File: config.mk
export PLATFORM = sky130hd
export DESIGN_NAME = de0qsys_button_irq
export DESIGN_NICKNAME = d
export VERILOG_FILES = /design/src/rtl/de0qsys_button_irq.sv
export SDC_FILE = /design/constraint.sdc
export NUM_CORES = 1
export LEC_CHECK = 0
export CAP_MARGIN = 20
export CORE_ASPECT_RATIO = 0.9
export CORE_MARGIN = 4
export CORE_UTILIZATION = 30
export DETAILED_ROUTE_END_ITERATION = 16
export SYNTH_ARGS = -nofsm -noshare
export SYNTH_HDL_FRONTEND = slang
export SYNTH_SLANG_ARGS = --single-unit
File: constraint.sdc
create_clock -name clk -period 1.7 [get_ports clk]
set_input_delay 0.255 -clock clk [delete_from_list [all_inputs] [get_ports clk]]
set_output_delay 0.255 -clock clk [all_outputs]
set_load 0.01 [all_outputs]
File: src/rtl/de0qsys_button_irq.sv
`default_nettype none
// ============================================================================
// Module : de0qsys_button_irq
// Debounced button PIO with per-bit edge capture and masked level IRQ (Avalon-MM).
// Rev    : 1.0
// ============================================================================
module de0qsys_button_irq #(
    parameter int unsigned      WIDTH           = 4,
    parameter int unsigned      DEBOUNCE_CYCLES = 50000,
    parameter int unsigned      EDGE_TYPE       = 1,
    parameter logic [WIDTH-1:0] IRQ_MASK_RESET  = '0
) (
    input  logic             clk,
    input  logic             reset,
    input  logic [1:0]       address,
    input  logic             chipselect,
    input  logic             write_n,
    input  logic [31:0]      writedata,
    output logic [31:0]      readdata,
    input  logic [WIDTH-1:0] in_port,
    output logic             irq
);

    localparam int unsigned       c_cnt_w    = $clog2(DEBOUNCE_CYCLES + 1);
    localparam logic [c_cnt_w-1:0] c_cnt_last = c_cnt_w'(DEBOUNCE_CYCLES - 1);
    localparam logic [1:0]        c_addr_stable = 2'd0;
    localparam logic [1:0]        c_addr_raw    = 2'd1;
    localparam logic [1:0]        c_addr_mask   = 2'd2;
    localparam logic [1:0]        c_addr_edge   = 2'd3;

    logic [WIDTH-1:0] sync1_q, sync2_q;
    logic [WIDTH-1:0] stable_q, stable_d, stable_dly_q;
    logic [WIDTH-1:0] edge_det;
    logic [WIDTH-1:0] edge_cap_q, edge_cap_d;
    logic [WIDTH-1:0] mask_q, mask_d;
    logic [WIDTH-1:0] clr_bits;
    logic [31:0]      rdata_q, rdata_d;
    logic             irq_q, irq_d;
    logic             wr_en;
    logic             unused_wdata;

    // Upper write-data bits are architecturally ignored.
    assign unused_wdata = ^writedata;

    for (genvar i = 0; i < int'(WIDTH); i++) begin : g_debounce
        logic [c_cnt_w-1:0] cnt_q, cnt_d;
        logic               stable_bit_d;

        always_comb begin
            cnt_d        = '0;
            stable_bit_d = stable_q[i];
            if (sync2_q[i] != stable_q[i]) begin
                if (cnt_q == c_cnt_last) begin
                    stable_bit_d = sync2_q[i];
                end else begin
                    cnt_d = cnt_q + 1'b1;
                end
            end
        end

        always_ff @(posedge clk) begin
            if (reset) begin
                cnt_q <= '0;
            end else begin
                cnt_q <= cnt_d;
            end
        end

        assign stable_d[i] = stable_bit_d;
    end

    always_comb begin
        edge_det = '0;
        case (EDGE_TYPE)
            0:       edge_det = stable_q & ~stable_dly_q;
            1:       edge_det = ~stable_q & stable_dly_q;
            default: edge_det = stable_q ^ stable_dly_q;
        endcase
    end

    assign wr_en = chipselect & ~write_n;

    always_comb begin
        mask_d   = mask_q;
        clr_bits = '0;
        if (wr_en && (address == c_addr_mask)) begin
            mask_d = writedata[WIDTH-1:0];
        end
        if (wr_en && (address == c_addr_edge)) begin
            clr_bits = writedata[WIDTH-1:0];
        end
        // A fresh edge wins over a same-cycle clear of that bit.
        edge_cap_d = (edge_cap_q & ~clr_bits) | edge_det;
        irq_d      = |(edge_cap_q & mask_q);

        rdata_d = '0;
        case (address)
            c_addr_stable: rdata_d[WIDTH-1:0] = stable_q;
            c_addr_raw:    rdata_d[WIDTH-1:0] = sync2_q;
            c_addr_mask:   rdata_d[WIDTH-1:0] = mask_q;
            default:       rdata_d[WIDTH-1:0] = edge_cap_q;
        endcase
    end

    always_ff @(posedge clk) begin
        if (reset) begin
            sync1_q      <= '0;
            sync2_q      <= '0;
            stable_q     <= '0;
            stable_dly_q <= '0;
            edge_cap_q   <= '0;
            mask_q       <= IRQ_MASK_RESET;
            rdata_q      <= '0;
            irq_q        <= 1'b0;
        end else begin
            sync1_q      <= in_port;
            sync2_q      <= sync1_q;
            stable_q     <= stable_d;
            stable_dly_q <= stable_q;
            edge_cap_q   <= edge_cap_d;
            mask_q       <= mask_d;
            rdata_q      <= rdata_d;
            irq_q        <= irq_d;
        end
    end

    assign readdata = rdata_q;
    assign irq      = irq_q;

endmodule
`default_nettype wire

==> flow_metrics.py, run 1 <==
metrics = {
    "min_path": {
        "min_to": "sync2_q[3]$_SDFF_PP0_",
        "min_from": "sync1_q[3]$_SDFF_PP0_",
        "hold_depth": 1,
        "hp-class": "flop to flop",
    },
    "run": {
        "maxCapViolCount": 0,
    },
    "logic_synthesis": {
        "async_reset_ff_share_pct": 0,
        "yosys_warnings": 0,
        "synth_area_leaders": "dfxtp_1, xnor2_1, nor2_1",
        "avgSynthCellArea_um2": 9.05,
        "yosysMostFrequentCell": "dfxtp_1",
        "yosys_register_bits": 93,
        "yosys-top-cells-count": "dfxtp_1, nor2_1, xnor2_1",
        "synth_flop_cell": "dfxtp_1",
        "synthCells": 454,
        "synth_top_cell_by_area": "dfxtp_1",
        "synth-edff-count": 0,
        "yosys.area.top_type_share_pct": 45.3,
        "yosysSeqAreaShare_pct": 45.3,
        "synth_cell_type_count": 36,
        "syn_area_um2": 4110,
    },
    "pwr": {
        "p_clk_share_pct": 47.1,
        "p_per_area_nw_per_um2": 923,
        "p_comb_share_pct": 3.2,
        "p_int_uw": 3580,
        "ir_worst_vdd_mv": 0.409,
        "cellLeakagePower_uw": 0.00157,
        "seq_power_share_pct": 49.7,
        "netSwitchingFraction_pct": 19.3,
        "p_switching_uw": 857,
    },
    "timing": {
        "whs_ns": 0.437,
        "setup_viol": 0,
        "hold_viol": 0,
        "period_needed_ns": 1.58,
        "rsz0062_at_grt": "no",
        "clock.fmax_ghz": 0.632,
        "post-route-period-util_pct": 93.1,
        "final.setup_skew_ns": 0.00481,
        "fin_tns_setup_ns": 0,
        "finalMaxSlewViolations": 0,
    },
    "clock_tree": {
        "clkTransAtPathRegs_ns": 0.06,
        "htree_levels": 3,
        "cts_buffer_depth": 2,
        "cts_hold_buf": 0,
        "cts_setup_buffers": 0,
        "numCtsBuffers": 9,
        "ctsResizeCount": 0,
        "cts_tree": "yes",
        "insertion_delay_ns": 0.33,
        "cts_root_buffer": "clkbuf_16",
        "cts.sinks": 93,
    },
    "final_layout": {
        "areaGrowthSynthToFinish_pct": 16.9,
        "final_cells": 657,
        "drive_gt1_share_pct": 7.57,
        "fin_util_pct": 35.9,
        "diodes": 0,
        "stdcell_area_um2": 4800,
        "fillers": 1313,
        "final_nets": 531,
    },
    "detailed_routing": {
        "drt-total-wl_mm": 7.20,
        "drc": 0,
        "vias": 2997,
        "first_iter_violations": 95,
        "via_per_inst": 4.56,
        "wl_per_cell_um": 11.0,
        "dr.pass1.iters": 4,
        "ant_nets": 0,
    },
    "worst_setup_path": {
        "timing.rr.start": "g_debounce[1].cnt_q[1]$_SDFF_PP0_",
        "r2r_cells": 5,
        "crit_chain": "ha_1, inv_1, or4_1, xor2_1, nor2_1",
        "critPathArrivalTime_ns": 1.81,
        "critPathCaptureType": "flop",
        "reg2reg_slack_ns": 0.12,
        "cp-start-kind": "flop",
        "critPathTopFamily": "simple AND/OR/NAND/NOR gates",
        "cp.required_ns": 1.92,
        "slowest_stage": "or4_1",
        "slowest_delay_ns": 0.52,
        "cp_num_buf_inv": 1,
        "path_max_fanout": 4,
        "r2r_end": "g_debounce[1].cnt_q[10]$_SDFF_PP0_",
        "crit_type": "flop to flop",
    },
    "placement": {
        "placed_cells": 642,
        "io_buffers": 18,
        "post_dp_cell_area_um2": 4490,
        "globalplace.congestion": 0.775,
        "hpwl_mm": 5.35,
    },
    "global_route": {
        "grt_pass1_vias": 2715,
        "antenna_found_initial": 0,
        "gr-usage-all-layers_pct": 9.27,
        "grt_max_degree": 25,
        "grt_pass1_wl_mm": 12.3,
        "overflow": 0,
    },
    "floorplan": {
        "start_util_pct": 30.8,
        "die_h_um": 119,
        "core-area_um2": 13400,
        "ios": 75,
        "rows": 40,
        "die_x_um": 131,
        "dieArea_um2": 15600,
    },
    "run_status": {
        "status": "complete, no violations",
    },
}
state kept, by name (all words and copies together), names as in the netlist:
register,flops
g_debounce.cnt_q,64
irq,1
mask_q,4
edge_cap_q,4
readdata,4
sync2_q,4
stable_dly_q,4
sync1_q,4
stable_q,4
cells by family after synthesis:
| family | share of synthesized area [%] |
|---|---|
| adders and majority gates | 1.22 |
| buffers and inverters | 7.34 |
| other | 0.0912 |
| DFF | 45.3 |
| xor gates and xnor gates | 12.4 |
| and+or+nand+nor | 27.9 |
| AOI/OAI and AO/OA | 1.89 |
| muxes | 3.90 |
through the flow:
step                setup slack, ns  total power, uW
finish                        0.117             4430
global route                0.00445             4600
CTS                           0.107             4490
detailed placement           0.0616             2390
global placement             0.0384             2390
floorplan                     0.175             2370
cells in the final DEF (no fill, tap or decap), drive strengths merged, types with 12 or more instances in the layout:
cell	Yosys	routed
nand3	20	20
conb	1	28
clkdlybuf4s50	0	18
buf	32	14
inv	12	12
nor2b	20	20
nor3	15	15
nor2	84	84
nor4	15	15
nand2	22	22
dfxtp	93	93
xnor2	48	48
nand4	20	20
power by group through the flow:
stage	sequential, uW	combinational (uW)	clock, uW
2_1_floorplan	2250	123	0
3_3_place_gp	2250	140	0
3_5_place_dp	2250	141	0
6_report	2200	141	2090
4_1_cts	2200	141	2150
5_1_grt	2200	155	2240
routing by layer:
| metal | global-route usage, % | part of all wire, % | vias to the layer above |
|---|---|---|---|
| li1 | - | - | 1553 |
| met1 | 12.9 | 52 | 1386 |
| met2 | 13.9 | 43 | 50 |
| met3 | 2.49 | 3.8 | 8 |
| met5 | 0 | 0 | - |
| met4 | 3.15 | 1.3 | 0 |
final cells by class:
cell class | count | area, um^2 | area share [%]
multi-input combinational | 337 | 2050 | 42.6
clock buffer | 11 | 243 | 5.05
clock inverter | 4 | 72.6 | 1.51
inverter | 12 | 45.0 | 0.938
sequential | 93 | 1860 | 38.8
tap | 168 | 210 | 4.38
timing repair buffer | 32 | 323 | 6.72
worst max path at each step:
stage	from	end	depth (start not counted)
after detailed placement	address[0]	mask_q[1]$_SDFFE_PP0P_	6
after global routing	g_debounce[2].cnt_q[1]$_SDFF_PP0_	stable_q[2]$_SDFFE_PP0P_	5
after global placement	address[0]	mask_q[0]$_SDFFE_PP0P_	6
after CTS	g_debounce[2].cnt_q[1]$_SDFF_PP0_	stable_q[2]$_SDFFE_PP0P_	5
final	g_debounce[1].cnt_q[1]$_SDFF_PP0_	g_debounce[1].cnt_q[10]$_SDFF_PP0_	5
after floorplan	g_debounce[2].cnt_q[0]$_SDFF_PP0_	g_debounce[2].cnt_q[10]$_SDFF_PP0_	6
(Power assumes the default switching activity.)
==> run 2, diff against run 1 <==
clock period = 1.4 ns   (was 1.7 ns; I/O delays follow)
==> flow_metrics.py, run 2 (same netlist as run 1, synthesis figures left out) <==
metrics = {
    "timing": {
        "period_needed_ns": 1.50,
        "rsz0062_at_grt": "yes",
        "setup_viol": 17,
        "timing.final.ws_setup_ns": -0.0973,
        "whs_ns": 0.425,
        "finalMaxSlewViolations": 0,
        "hold_viol": 0,
        "post-route-period-util_pct": 107,
        "final.setup_skew_ns": 0.00566,
        "clock.fmax_ghz": 0.668,
    },
    "floorplan": {
        "die_h_um": 119,
        "rows": 40,
        "core-area_um2": 13400,
        "dieArea_um2": 15600,
        "ios": 75,
        "start_util_pct": 30.8,
        "die_x_um": 131,
    },
    "worst_setup_path": {
        "crit_type": "flop to flop",
        "cp-start-kind": "flop",
        "timing.rr.start": "g_debounce[2].cnt_q[0]$_SDFF_PP0_",
        "path_max_fanout": 3,
        "cp.required_ns": 1.68,
        "crit_path_start": "g_debounce[2].cnt_q[0]$_SDFF_PP0_",
        "reg2reg_slack_ns": -0.1,
        "critPathCaptureType": "flop",
        "cp-endpoint": "stable_q[2]$_SDFFE_PP0P_",
        "critPathArrivalTime_ns": 1.78,
        "r2r_end": "stable_q[2]$_SDFFE_PP0P_",
        "r2r_cells": 5,
    },
    "pwr": {
        "cellLeakagePower_uw": 0.00199,
        "p_per_area_nw_per_um2": 955,
        "ir_worst_vdd_mv": 0.505,
    },
    "detailed_routing": {
        "wl_met3_um": 282,
        "routed-wl-met2_mm": 4.16,
        "wl_met1_mm": 4.24,
        "vias": 3369,
        "dr.pass1.iters": 4,
        "drc": 0,
        "via_per_inst": 4.64,
        "wl_per_cell_um": 12.2,
        "ant_nets": 0,
        "drt-total-wl_mm": 8.83,
        "first_iter_violations": 134,
        "highest_layer": "met4",
    },
    "clock_tree": {
        "htree_levels": 3,
        "cts.sinks": 93,
        "numCtsBuffers": 9,
        "clkTransAtPathRegs_ns": 0.06,
        "insertion_delay_ns": 0.34,
        "cts_buffer_depth": 2,
        "cts_hold_buf": 0,
        "cts_root_buffer": "clkbuf_16",
        "cts_tree": "yes",
    },
    "final_layout": {
        "drive_gt1_share_pct": 32.3,
        "final_nets": 599,
        "seqCellArea_um2": 1900,
        "multi_input_area_um2": 2370,
        "fillers": 1253,
        "stdcell_area_um2": 5630,
        "final_common_cell": "buf_4",
        "largest_register_ffs": 64,
        "largest_register": "g_debounce.cnt_q",
        "areaGrowthSynthToFinish_pct": 37.0,
        "mostFrequentLayoutCells": "buf_4, nor2_1, dfxtp_1, xnor2_1, conb_1",
        "diodes": 0,
    },
    "placement": {
        "io_buffers": 18,
        "post_dp_cell_area_um2": 4870,
        "globalplace.congestion": 0.831,
        "hpwl_mm": 5.91,
        "dp_slack_ns": -0.222,
    },
    "global_route": {
        "grt_pass1_vias": 3095,
        "grt_max_degree": 19,
        "overflow": 0,
        "grt_pass1_wl_mm": 13.8,
        "gr-usage-all-layers_pct": 10.6,
        "antenna_found_initial": 0,
    },
    "run": {
        "maxCapViolCount": 0,
    },
    "run_status": {
        "violations": "setup timing",
        "status": "finished with violations",
    },
    "min_path": {
        "hp-class": "primary input to flop",
    },
}
-- run 2: power by group --
| group | internal (uW) | switching (uW) | total [uW] |
|---|---|---|---|
| clock network | 1520 | 993 | 2510 |
| registers | 2660 | 11.6 | 2670 |
| logic | 85.4 | 103 | 189 |
-- run 2: final cells by class --
type                    count  share of cell area [%]
repair buffers             98                    14.2
inverters                  12                   0.800
clock buffers              12                    4.73
well taps                 168                    3.73
multi-input cells         339                    42.0
flip-flops and latches     93                    33.7
clock inverters             4                   0.800
-- run 2: layer usage --
| layer | up-vias | global-route usage, % |
|---|---|---|
| met4 | 0 | 5.05 |
| met1 | 1606 | 13.6 |
| li1 | 1693 | - |
| met5 | - | 0 |
| met2 | 58 | 17.3 |
| met3 | 12 | 1.94 |
-- run 2: how the worst min path moves through the flow --
stage	from	endpoint	slack [ns]	depth (start not counted)
final	in_port[3]	sync1_q[3]$_SDFF_PP0_	0.43	2
after floorplan	reset	stable_dly_q[2]$_SDFF_PP0_	0.29	1
after CTS	in_port[3]	sync1_q[3]$_SDFF_PP0_	0.41	2
after global routing	in_port[3]	sync1_q[3]$_SDFF_PP0_	0.42	2
after global placement	sync1_q[3]$_SDFF_PP0_	sync2_q[3]$_SDFF_PP0_	0.42	1
after detailed placement	sync1_q[3]$_SDFF_PP0_	sync2_q[3]$_SDFF_PP0_	0.44	1
-- run 2: critical path, stage by stage (launching register included) --
cell and delay [ns]:
dfxtp_4 0.36, ha_4 0.13, and3_4 0.19, nand4_1 0.16, or4b_1 0.52, nand2_1 0.08
-- run 2: metrics by stage --
stage	total power (uW)	util [%]	TNS [ns]	std cells
after floorplan	2890	-	-0.00641	481
after global placement	2910	36.5	-2.64	690
after detailed placement	2910	36.5	-3.86	690
after CTS	5420	39.7	-0.0679	714
after global routing	5570	42.1	-2.08	726
final	5380	42.1	-0.590	726
-- run 2: repair_timing --
item | 4_1_cts | 5_1_grt
endpoints found under the setup margin | 60 | 54
buffers inserted | 6 | 11
cloned | 2 | 1
gates resized for setup | 24 | 57
pin swaps | 12 | 23
